`src/rtl/data_deserializer.sv`:
```
// Serial-to-parallel receiver: synchronizes an external bit clock and data line, assembles MSB-first words.
// Latency SYNC_STAGES+1..+2 clk from the completing serial edge; a word completing against a stalled output is dropped (overrun).
module data_deserializer #(
    parameter int BIT_DEPTH    = 16,
    parameter int SYNC_STAGES  = 2,
    parameter int IDLE_TIMEOUT = 64
) (
    input  logic                 clk,
    input  logic                 rst,
    input  logic                 ser_clk_in,
    input  logic                 ser_data_in,
    output logic [BIT_DEPTH-1:0] output_tdata,
    output logic                 output_tvalid,
    input  logic                 output_tready,
    output logic                 overrun,
    output logic                 frame_error
);

    localparam int CNT_W  = $clog2(BIT_DEPTH + 1);
    localparam int IDLE_W = $clog2(IDLE_TIMEOUT + 1);
    localparam int FILL_W = $clog2(SYNC_STAGES + 2);

    typedef enum logic {
        ST_IDLE,
        ST_SHIFT
    } state_t;

    state_t                 r_state;
    logic [SYNC_STAGES-1:0] r_clk_sync;
    logic [SYNC_STAGES-1:0] r_dat_sync;
    logic                   r_clk_prev;
    logic [FILL_W-1:0]      r_fill_cnt;
    logic [BIT_DEPTH-2:0]   r_shift;
    logic [CNT_W-1:0]       r_bit_cnt;
    logic [IDLE_W-1:0]      r_idle_cnt;

    logic                   w_clk_s;
    logic                   w_dat_s;
    logic                   w_fill_done;
    logic                   w_edge;
    logic                   w_last_bit;
    logic                   w_out_free;
    logic [BIT_DEPTH-1:0]   w_next_word;

    assign w_clk_s     = r_clk_sync[SYNC_STAGES-1];
    assign w_dat_s     = r_dat_sync[SYNC_STAGES-1];
    // The chains clear to 0 on reset; hold off edge detection until they have
    // refilled, so a line held high across reset is not mistaken for an edge.
    assign w_fill_done = (r_fill_cnt == FILL_W'(SYNC_STAGES + 1));
    assign w_edge      = w_fill_done & w_clk_s & ~r_clk_prev;
    assign w_last_bit  = (r_bit_cnt == CNT_W'(BIT_DEPTH - 1));
    assign w_out_free  = ~output_tvalid | output_tready;
    assign w_next_word = {r_shift, w_dat_s};

    always_ff @(posedge clk) begin
        if (rst) begin
            r_state       <= ST_IDLE;
            r_clk_sync    <= '0;
            r_dat_sync    <= '0;
            r_clk_prev    <= 1'b1;
            r_fill_cnt    <= '0;
            r_shift       <= '0;
            r_bit_cnt     <= '0;
            r_idle_cnt    <= '0;
            output_tdata  <= '0;
            output_tvalid <= 1'b0;
            overrun       <= 1'b0;
            frame_error   <= 1'b0;
        end else begin
            r_clk_sync  <= {r_clk_sync[SYNC_STAGES-2:0], ser_clk_in};
            r_dat_sync  <= {r_dat_sync[SYNC_STAGES-2:0], ser_data_in};
            r_clk_prev  <= w_clk_s;
            overrun     <= 1'b0;
            frame_error <= 1'b0;
            if (!w_fill_done) begin
                r_fill_cnt <= r_fill_cnt + 1'b1;
            end

            if (output_tvalid && output_tready) begin
                output_tvalid <= 1'b0;
            end

            if (w_edge) begin
                r_shift    <= w_next_word[BIT_DEPTH-2:0];
                r_idle_cnt <= '0;
                if (w_last_bit) begin
                    r_bit_cnt <= '0;
                    r_state   <= ST_IDLE;
                    // Load wins over the clear above when the slot frees this cycle.
                    if (w_out_free) begin
                        output_tdata  <= w_next_word;
                        output_tvalid <= 1'b1;
                    end else begin
                        overrun <= 1'b1;
                    end
                end else begin
                    r_bit_cnt <= r_bit_cnt + 1'b1;
                    r_state   <= ST_SHIFT;
                end
            end else if (r_state == ST_SHIFT) begin
                if (r_idle_cnt == IDLE_W'(IDLE_TIMEOUT - 1)) begin
                    frame_error <= 1'b1;
                    r_bit_cnt   <= '0;
                    r_idle_cnt  <= '0;
                    r_state     <= ST_IDLE;
                end else begin
                    r_idle_cnt <= r_idle_cnt + 1'b1;
                end
            end else begin
                r_idle_cnt <= '0;
            end
        end
    end

endmodule

```
`config.mk`:
```
export PLATFORM = sky130hd
export DESIGN_NAME = data_deserializer
export DESIGN_NICKNAME = d
export VERILOG_FILES = /design/src/rtl/data_deserializer.sv
export SDC_FILE = /design/constraint.sdc
export NUM_CORES = 1
export LEC_CHECK = 0
export CELL_PAD_IN_SITES_DETAIL_PLACEMENT = 0
export CELL_PAD_IN_SITES_GLOBAL_PLACEMENT = 1
export CORE_MARGIN = 2
export CORE_UTILIZATION = 37
export DETAILED_ROUTE_END_ITERATION = 16
export PLACE_DENSITY = 0.8
export SYNTH_ARGS = -nofsm -noshare
export SYNTH_HDL_FRONTEND = slang
export SYNTH_SLANG_ARGS = --single-unit
```
`constraint.sdc`:
```
create_clock -name clk -period 1.8 [get_ports clk]
set_input_delay 0.18 -clock clk [delete_from_list [all_inputs] [get_ports clk]]
set_output_delay 0.18 -clock clk [all_outputs]
set_load 0.02 [all_outputs]
```
==> impl_metrics.tcl <==
set metrics [dict create \
    status "finished, final reports clean" \
    wl_per_cell_um 11.2 \
    clk_pin_slew_worst_paths_ns 0.09 \
    cts_root_buf "clkbuf_8" \
    max_slew_margin_pct 74.1 \
    rr_startpoint "r_fill_cnt[0]$_SDFFE_PP0P_" \
    use_met1_pct 15.2 \
    p_sw_mw 0.409 \
    fin_ws_ns 0.190 \
    synth-seq-cells 54 \
    synth_area_um2 2010 \
    clk_latency_ns 0.30 \
    antenna_found_initial 0 \
    switching_share_pct 20.8 \
    synth-edff-count 0 \
    antennaDiodeCount 0 \
    cts_buffer_depth 2 \
    startpoint_type "flop" \
    grt_pass1_vias 1403 \
    finalCritPeriodShare_pct 89.5 \
    cp-end-kind "flop" \
    htree_num_levels 2 \
    setup_viol 0 \
    hp-start "rst" \
    gp_congestion 0.697 \
    yosys_warnings 0 \
    cts_made_buffers 5 \
    powerDensity_nw_per_um2 818 \
    nets 253 \
    rsz0062_at_grt "false" \
    synth_fp_nets 228 \
    first_pass_iters 4 \
    busiest_layer "met2" \
    drv_slew 0 \
    synth_cell_types 33 \
    hold_violations 0 \
    utilization_pct 46.3 \
    drive_above_1_share_pct 15.9 \
    hold-worst-slack_ns 0.247 \
    post_cts_resized 0 \
    initial_core_util_pct 38.9 \
    r2r_setup_slack_ns 0.19 \
    synthTopCellsByCount "dfxtp_1 (54), nand2_1 (54), a21oi_1 (23)" \
    cts_setup_buffers 0 \
    fmax_ghz 0.621 \
    die_x_um 77.7 \
    overflow 0 \
    avgSynthCellArea_um2 9.14 \
    grt_max_degree 32 \
    drtAntennaViolNets 0 \
    synth_top_flop_cell "dfxtp_1" \
    io_buffers 23 \
    cts_sinks 54 \
    finalSetupTns_ns 0 \
    power_frac_seq_pct 62.2 \
    die_area_um2 6040 \
    tritoncts "yes" \
    synth.yosys.seq_area_share_pct 53.8 \
    p_int_mw 1.55 \
    worstMarginPinSlew_ns 0.385 \
    period_needed_ns 1.61 \
    hold_path_depth 2 \
    use_met2_pct 21.3 \
    drt_iter0_drc 81 \
    netlist_instances 220 \
    core-area_um2 5170 \
    dp_hpwl_um 2340 \
    vias_per_cell 4.66 \
    timing_worst_setup_path_type "reg -> reg" \
    fill_cells 508 \
    async_flop_share_pct 0 \
    row_count 26 \
    die_h_um 77.7 \
    grt_use_met3_pct 3.72 \
    synth_area_leaders "dfxtp_1 (54%), nand2_1 (10%), a21oi_1 (5.7%), a21oi_2 (4.4%), nand2_2 (3.1%)" \
    post-place-ws_ns 0.0657 \
    syn2layout_area_growth_pct 19.2 \
    min_to "output_tvalid$_SDFF_PP0_" \
    routed_wl_um 3530 \
    skew_ns 0.00578 \
    max-cap-violations 0 \
    yosys.area.top_type "dfxtp_1" \
    worstPathArrival_ns 1.79 \
    cp.required_ns 1.98 \
    cts_hold_buf 0 \
    r2r-end "output_tdata[11]$_SDFFE_PP0P_" \
    p_leak_nw 0.795 \
    grt_pass1_wl_um 6180 \
    combPwrFrac_pct 3.5 \
    ir_drop_v 0.000467 \
    clkPwrFrac_pct 34.4 \
    via_count 1472 \
    drc_errors 0 \
    ios 24 \
    cp_max_fo 16 \
    grt_usage_pct 12.7 \
    yosysTopAreaCellShare_pct 53.8 \
    worstRegToRegCells 5 \
    hold_class "in -> reg" \
]
[critical path, cell delays in order, from the launching register on]
cell and delay, ns:
dfxtp_1 0.36, ha_1 0.20, nand3b_2 0.11, or4_4 0.64, nand2_2 0.13, a21oi_2 0.06
[cell usage in the layout, fill, tap and decap left out, types with 2 or more instances in the layout]
| master | instances |
|---|---|
| nand2_1 | 54 |
| dfxtp_1 | 54 |
| a21oi_1 | 23 |
| clkdlybuf4s50_1 | 22 |
| nor2_1 | 12 |
| nand2_2 | 10 |
| a21oi_2 | 10 |
| buf_4 | 7 |
| nor2b_1 | 6 |
| clkbuf_8 | 6 |
| nand3_1 | 5 |
| xor2_1 | 4 |
| or3_1 | 3 |
| o21ai_0 | 3 |
| ha_1 | 3 |
| nand2b_1 | 2 |
| nor3_1 | 2 |
| mux2i_1 | 2 |
| a31oi_1 | 2 |
| xnor2_1 | 2 |
[power by group through the flow]
stage	clock network, mW	logic (mW)	registers [mW]
CTS	0.708	0.0689	1.22
detailed placement	0	0.0687	1.25
floorplan	0	0.0479	1.24
global placement	0	0.0673	1.25
finish	0.674	0.0682	1.22
global route	0.751	0.0768	1.22
[flip-flops by register name, indices dropped and copies added (netlist names)]
name,count
output_tdata,16
r_shift,15
r_fill_cnt,2
r_bit_cnt,5
frame_error,1
r_idle_cnt,7
r_clk_sync,2
r_clk_prev,1
overrun,1
output_tvalid,1
r_state,1
r_dat_sync,2
[kinds of logic (layout without fill, tap and decap cells)]
kind of cell / after synthesis / in the layout / share of synthesized area, %
adder cells (fa/ha/maj): 3 / 3 / 1.87
AND/OR/NAND/NOR: 100 / 100 / 23.9
XOR/XNOR: 6 / 6 / 2.61
flip-flops: 54 / 54 / 53.8
multiplexers: 2 / 2 / 0.996
AO/OA/AOI/OAI: 42 / 42 / 13.1
buffers and inverters: 13 / 39 / 3.73
[layer usage]
metal / vias to the layer above / wire [µm]
li1: 770 / -
met4: 0 / 34
met5: - / 0
met2: 17 / 1660
met3: 7 / 119
met1: 678 / 1720
[final cells by class]
type | instances | area [µm²] | share of cell area (%)
Multi-Input combinational cell | 153 | 855 | 35.7
Sequential cell | 54 | 1080 | 45.1
Tap cell | 70 | 87.6 | 3.66
Timing Repair Buffer | 30 | 278 | 11.6
Inverter | 1 | 3.75 | 0.157
Clock inverter | 1 | 5.00 | 0.209
Clock buffer | 7 | 86.3 | 3.60
[metrics by stage]
| step | cell area (µm²) | total power, mW | std cells |
|---|---|---|---|
| 2_1_floorplan | 2010 | 1.29 | 220 |
| 3_3_place_gp | 2300 | 1.31 | 308 |
| 3_5_place_dp | 2300 | 1.32 | 308 |
| 4_1_cts | 2400 | 2.00 | 316 |
| 5_1_grt | 2400 | 2.05 | 316 |
| 6_report | 2400 | 1.96 | 316 |
[worst max-delay path by stage]
stage	startpoint	cells after the start	endpoint	slack, ns
floorplan	r_fill_cnt[0]$_SDFFE_PP0P_	7	output_tdata[0]$_SDFFE_PP0P_	0.08
global placement	output_tready	5	output_tdata[6]$_SDFFE_PP0P_	0.09
detailed placement	output_tready	5	output_tdata[3]$_SDFFE_PP0P_	0.07
CTS	r_fill_cnt[0]$_SDFFE_PP0P_	5	output_tdata[3]$_SDFFE_PP0P_	0.17
global route	r_fill_cnt[0]$_SDFFE_PP0P_	7	output_tdata[1]$_SDFFE_PP0P_	0.09
finish	r_fill_cnt[0]$_SDFFE_PP0P_	5	output_tdata[11]$_SDFFE_PP0P_	0.19
Note: power is estimated with default switching activity, not from simulation.
